`src/rtl/tlb_search_arbiter.sv`:
```
// Arbitrates the single TLB search port between CP0 TLBP, data and inst lookups.
// Define TLB_ARB_RR_EN for round-robin between data and inst (default: fixed priority).
module tlb_search_arbiter #(
   parameter int TLBNUM = 16,
   parameter int IDXW   = $clog2(TLBNUM)
) (
   input  logic            clk,
   input  logic            reset,
   input  logic            tlbp_req_i,
   input  logic            data_req_i,
   input  logic            inst_req_i,
   input  logic [18:0]     tlbp_vpn2_i,
   input  logic [18:0]     data_vpn2_i,
   input  logic [18:0]     inst_vpn2_i,
   input  logic            data_odd_i,
   input  logic            inst_odd_i,
   input  logic [7:0]      cp0_asid_i,
   input  logic            tlb_write_i,
   output logic            tlbp_gnt_o,
   output logic            data_gnt_o,
   output logic            inst_gnt_o,
   output logic            tlbp_rvalid_o,
   output logic            data_rvalid_o,
   output logic            inst_rvalid_o,
   output logic [18:0]     s_vpn2_o,
   output logic            s_odd_page_o,
   output logic [7:0]      s_asid_o,
   input  logic            s_found_i,
   input  logic [IDXW-1:0] s_index_i,
   input  logic [19:0]     s_pfn_i,
   input  logic [2:0]      s_c_i,
   input  logic            s_d_i,
   input  logic            s_v_i,
   output logic            r_found_o,
   output logic [IDXW-1:0] r_index_o,
   output logic [19:0]     r_pfn_o,
   output logic [2:0]      r_c_o,
   output logic            r_d_o,
   output logic            r_v_o
);

   typedef enum logic [1:0] {IDLE = 2'd0, SEARCH = 2'd1, RESP = 2'd2} state_t;
   typedef enum logic [1:0] {OWN_TLBP = 2'd0, OWN_DATA = 2'd1, OWN_INST = 2'd2} owner_t;

   state_t      state_q, state_d;
   owner_t      owner_q, owner_d;
   logic [18:0] vpn2_q;
   logic        odd_q;
   logic [7:0]  asid_q;
   logic        tlbpGnt, dataGnt, instGnt, anyGnt, canGrant, preferInst;

`ifdef TLB_ARB_RR_EN
   // Pointer set means inst is favoured next; only data/inst grants move it.
   logic rrPtr_q;
   always_ff @(posedge clk) begin
      if (reset) begin
         rrPtr_q <= 1'b0;
      end else if (dataGnt) begin
         rrPtr_q <= 1'b1;
      end else if (instGnt) begin
         rrPtr_q <= 1'b0;
      end
   end
   assign preferInst = rrPtr_q;
`else
   assign preferInst = 1'b0;
`endif

   // Grant selection and next-state logic; grants are suppressed during reset.
   always_comb begin
      state_d  = state_q;
      owner_d  = owner_q;
      tlbpGnt  = 1'b0;
      dataGnt  = 1'b0;
      instGnt  = 1'b0;
      canGrant = !reset && !tlb_write_i && (state_q == IDLE || state_q == RESP);
      if (canGrant) begin
         if (tlbp_req_i) begin
            tlbpGnt = 1'b1;
            owner_d = OWN_TLBP;
         end else if (data_req_i && !(inst_req_i && preferInst)) begin
            dataGnt = 1'b1;
            owner_d = OWN_DATA;
         end else if (inst_req_i) begin
            instGnt = 1'b1;
            owner_d = OWN_INST;
         end
      end
      anyGnt = tlbpGnt | dataGnt | instGnt;
      case (state_q)
         IDLE:    state_d = anyGnt ? SEARCH : IDLE;
         SEARCH:  state_d = tlb_write_i ? SEARCH : RESP;
         RESP:    state_d = anyGnt ? SEARCH : IDLE;
         default: state_d = IDLE;
      endcase
   end

   // Address latch at grant and result capture on a write-free search cycle.
   always_ff @(posedge clk) begin
      if (reset) begin
         state_q   <= IDLE;
         owner_q   <= OWN_TLBP;
         vpn2_q    <= '0;
         odd_q     <= 1'b0;
         asid_q    <= '0;
         r_found_o <= 1'b0;
         r_index_o <= '0;
         r_pfn_o   <= '0;
         r_c_o     <= '0;
         r_d_o     <= 1'b0;
         r_v_o     <= 1'b0;
      end else begin
         state_q <= state_d;
         owner_q <= owner_d;
         if (anyGnt) begin
            vpn2_q <= tlbpGnt ? tlbp_vpn2_i : (dataGnt ? data_vpn2_i : inst_vpn2_i);
            odd_q  <= tlbpGnt ? 1'b0 : (dataGnt ? data_odd_i : inst_odd_i);
            asid_q <= cp0_asid_i;
         end
         if (state_q == SEARCH && !tlb_write_i) begin
            r_found_o <= s_found_i;
            r_index_o <= s_index_i;
            r_pfn_o   <= s_pfn_i;
            r_c_o     <= s_c_i;
            r_d_o     <= s_d_i;
            r_v_o     <= s_v_i;
         end
      end
   end

   assign tlbp_gnt_o    = tlbpGnt;
   assign data_gnt_o    = dataGnt;
   assign inst_gnt_o    = instGnt;
   assign tlbp_rvalid_o = !reset && state_q == RESP && owner_q == OWN_TLBP;
   assign data_rvalid_o = !reset && state_q == RESP && owner_q == OWN_DATA;
   assign inst_rvalid_o = !reset && state_q == RESP && owner_q == OWN_INST;
   assign s_vpn2_o      = vpn2_q;
   assign s_odd_page_o  = odd_q;
   assign s_asid_o      = asid_q;

endmodule

```
`config.mk`:
```
export PLATFORM = sky130hd
export DESIGN_NAME = tlb_search_arbiter
export DESIGN_NICKNAME = d
export VERILOG_FILES = /design/src/rtl/tlb_search_arbiter.sv
export SDC_FILE = /design/constraint.sdc
export NUM_CORES = 1
export LEC_CHECK = 0
export BUFFER_PORTS_ARGS = -buffer_cell sky130_fd_sc_hd__clkbuf_2
export CORE_AREA = 2 2 84 86
export DETAILED_ROUTE_END_ITERATION = 8
export DIE_AREA = 0 0 86 88
export GPL_ROUTABILITY_DRIVEN = 0
export PLACE_DENSITY = 0.74
export RECOVER_POWER = 100
export SYNTH_ARGS = -nofsm -noshare
export SYNTH_HDL_FRONTEND = slang
export SYNTH_SLANG_ARGS = --single-unit
export TNS_END_PERCENT = 50
```
`constraint.sdc`:
```
create_clock -name clk -period 2.2 [get_ports clk]
set_input_delay 0.55 -clock clk [delete_from_list [all_inputs] [get_ports clk]]
set_output_delay 0.55 -clock clk [all_outputs]
set_load 0.005 [all_outputs]
```
==> results by group <==
Final layout
  • Area added between synthesis and finish: 37.66%
  • Layout cell share with drive strength beyond 1: 30.83%
  • Number of diodes added for antenna fixing: 0
  • Final net count: 605

Hold path
  • Worst hold start: s_v_i
  • Hold WC Path Type: in2reg
  • WHS Path Cells: 3
  • End point of the worst hold path: r_v_o

Job
  • Max-cap viol count: 0

Yosys
  • Leading area contributor after synthesis: sky130_fd_sc_hd__dfxtp_1
  • Post-synthesis instance area: 0.002585 mm2
  • Syn_nets: 448
  • Number of enable flip-flop cells after synthesis: 0
  • Share of the yosys chip area belonging to registers: 48.02%
  • Post-Synthesis Cells: 345
  • Number of distinct library cells after synthesis: 26
  • Synthesized area per cell: 7.493 um2
  • Ranking of synthesized cells by area: sky130_fd_sc_hd__dfxtp_1 48%, sky130_fd_sc_hd__nand2_1 15%, sky130_fd_sc_hd__a21oi_1 12%, sky130_fd_sc_hd__nor2_1 5.4%, sky130_fd_sc_hd__a22o_1 3.0%
  • Flip-flop and latch count after synthesis: 62
  • Synthesis warning total: 0
  • Async set-or-reset flop fraction in the synthesized netlist: 0%
  • Most instantiated flip-flop cell in the synthesis netlist: sky130_fd_sc_hd__dfxtp_1
  • Yosys top cell area share: 48.02%

Timing
  • Final critical-path share of the clock period: 93.35%
  • Worst hold slack across all endpoints: 0.4398 ns
  • Aggregate negative setup slack: 0 ns
  • Max-slew violation count: 0
  • Fin crit period: 2.054 ns
  • Worst max-slew margin expressed relative to the limit: 25.88%
  • Setup skew after layout: 0.005483 ns
  • Tightest Pin Transition: 1.112 ns
  • Max Clk Rate: 486.9 MHz
  • Final setup violating endpoints: 0
  • Final worst setup slack: 0.1462 ns
  • Final count of hold timing violations: 0
  • Unrepaired setup endpoints after global routing: no

Pwr
  • Maximum VDD drop: 0.3366 mV
  • Fraction of power consumed by the clock network: 35.7%
  • Sequential share of power: 49.8%
  • Design internal power: 1.812 mW
  • Net Sw Frac: 25.78%
  • Combinational cell fraction of total power: 14.5%
  • Static power due to leakage: 1.608 nW
  • Net switching power of the design: 0.6294 mW
  • Total power divided by cell area: 686.2 mW/mm2

CTS
  • TritonCTS clock tree: done
  • Clock tree root driver cell: sky130_fd_sc_hd__clkbuf_8
  • Clock tree buffer depth: 2
  • Cts bufs inserted: 9
  • Clk Latency, worst-skew pair: 0.32 ns
  • Gates resized, CTS repair: 0
  • CTS H-Tree Depth: 3
  • Number of post-CTS setup repair buffers: 0
  • Number of buffers added to fix hold violations after cts: 0
  • Clock input transition at the sequential cells of the worst setup and hold paths: 0.07 ns
  • Number of sinks driven by the clock tree: 62

Die
  • Total Die Area: 0.007568 mm2
  • Num rows: 30
  • Area of the core: 0.006644 mm2
  • Die Y-Extent: 88 um
  • Starting density of the core: 38.91%
  • Die Wd: 86 um
  • I/O pin total: 167

Worst setup path
  • CP Class: in2out
  • Worst Setup Start Kind: primary input
  • Critical path required time: 1.65 ns
  • Length in cells of the worst reg-to-reg path: 4
  • Setup crit end kind: primary output
  • WP data arrival: 1.50 ns
  • Largest fanout of any net on the critical path: 16
  • Startpoint of the most critical register-to-register path: state_q[0]
  • Slack of the worst reg-to-reg path: 0.47 ns
  • Worst R2R End: r_pfn_o[3]

Run status
  • Status: finished, final reports clean

Global route
  • Number of antenna violations at the first check in global routing: 0
  • GRT Resource Usage Total: 20.33%
  • Leftover overflow at the end of global routing: 0
  • Global-route wire length before repair: 12220 um
  • Maximum number of pins on one net before global-route repair: 45
  • Via count of the first global-routing pass: 2806

Detailed routing
  • Post-detailed-route via-to-cell ratio: 4.969
  • DRT Pass-1 Iters: 4
  • Initial drt markers: 121
  • Wirelength per Cell: 13.05 um
  • Count of unresolved DRC violations after routing: 0
  • Routed WL: 7647 um
  • Post-route ant nets: 0
  • Vias after detailed routing: 2912

Placed design
  • Quantity of I/O buffers inserted on ports: 166
  • Placed wire-length estimate: 5508 um
  • Worst slack at placement: 0.2129 ns
## kinds of logic (layout without fill, tap and decap cells)
group,Yosys count,in the layout,synth area share (%)
and+or+nand+nor,151,151,23.91
AOI/OAI and AO/OA,103,103,22.65
DFF,62,62,48.02
buffers and inverters,29,190,5.421
## worst max path at each step
stage / start / to
after floorplan: tlbp_req_i / inst_gnt_o
after global placement: tlb_write_i / data_gnt_o
after detailed placement: tlb_write_i / data_gnt_o
after CTS: state_q[0] / data_gnt_o
after global routing: tlbp_req_i / inst_gnt_o
final: tlbp_req_i / inst_gnt_o
## critical path: stages
cell and delay, ns:
sky130_fd_sc_hd__clkbuf_1 0.50, sky130_fd_sc_hd__nor2_1 0.12, sky130_fd_sc_hd__and3_1 0.22, sky130_fd_sc_hd__clkbuf_2 0.11
## layout make-up
| type | count | area [um2] |
|---|---|---|
| tap | 80 | 100.1 |
| sequential | 62 | 1241 |
| clock buffer | 14 | 162.7 |
| clock inverter | 1 | 5.005 |
| timing repair buffer | 173 | 842.1 |
| inverter | 2 | 7.507 |
| fill | 663 | 3085 |
| multi-input combinational | 254 | 1200 |
## layout by cell type (no fill, tap or decap), drive strengths merged
cell type	netlist	routed
nor2	37	37
nand2	100	100
or3	2	2
clkbuf	19	180
nor3b	2	2
nand2b	2	2
dfxtp	62	62
nor3	3	3
and3	1	1
nand3b	1	1
or2	1	1
inv	2	2
and2	1	1
a21oi	61	61
clkinv	0	1
a22o	9	9
buf	8	7
or4b	1	1
o21ai	23	23
a22oi	1	1
o31ai	9	9
## metal layers
layer,share of wire [%],GRT usage [%],vias up
met5,0,0,-
met4,0.99,9.380,0
met3,7.7,4.901,5
met2,48,35.80,128
met1,44,23.32,1315
li1,-,-,1464
## state kept, by name, summed over array words and instances, names as in the netlist
signal / count
r_v_o: 1
s_odd_page_o: 1
r_c_o: 3
r_pfn_o: 20
r_index_o: 4
owner_q: 2
s_asid_o: 8
s_vpn2_o: 19
r_found_o: 1
r_d_o: 1
state_q: 2
## through the flow
stage | std cells | util [%] | power (mW) | area, um2
5_1_grt | 586 | 53.56 | 2.574 | 3558
2_1_floorplan | 345 | - | 1.422 | 2585
6_report | 586 | 53.56 | 2.442 | 3558
3_3_place_gp | 571 | 51.75 | 1.599 | 3438
4_1_cts | 586 | 54.28 | 2.495 | 3606
3_5_place_dp | 571 | 51.75 | 1.606 | 3438
## power groups by stage
stage	Sequential, mW	Clock [mW]	Combinational, mW
floorplan	1.24	0	0.180
global placement	1.24	0	0.362
detailed placement	1.24	0	0.367
CTS	1.21	0.912	0.368
global route	1.22	0.954	0.398
finish	1.21	0.873	0.354
## synthesized netlist by cell type (all sizes together) (2+ instances only)
| cell | number |
|---|---|
| dfxtp | 62 |
| clkbuf | 19 |
| inv | 2 |
| nor3 | 3 |
| or3 | 2 |
| a22o | 9 |
| o31ai | 9 |
| a21oi | 61 |
| nor3b | 2 |
| nor2 | 37 |
| nand2 | 100 |
| o21ai | 23 |
| buf | 8 |
| nand2b | 2 |
(Power assumes the default switching activity.)
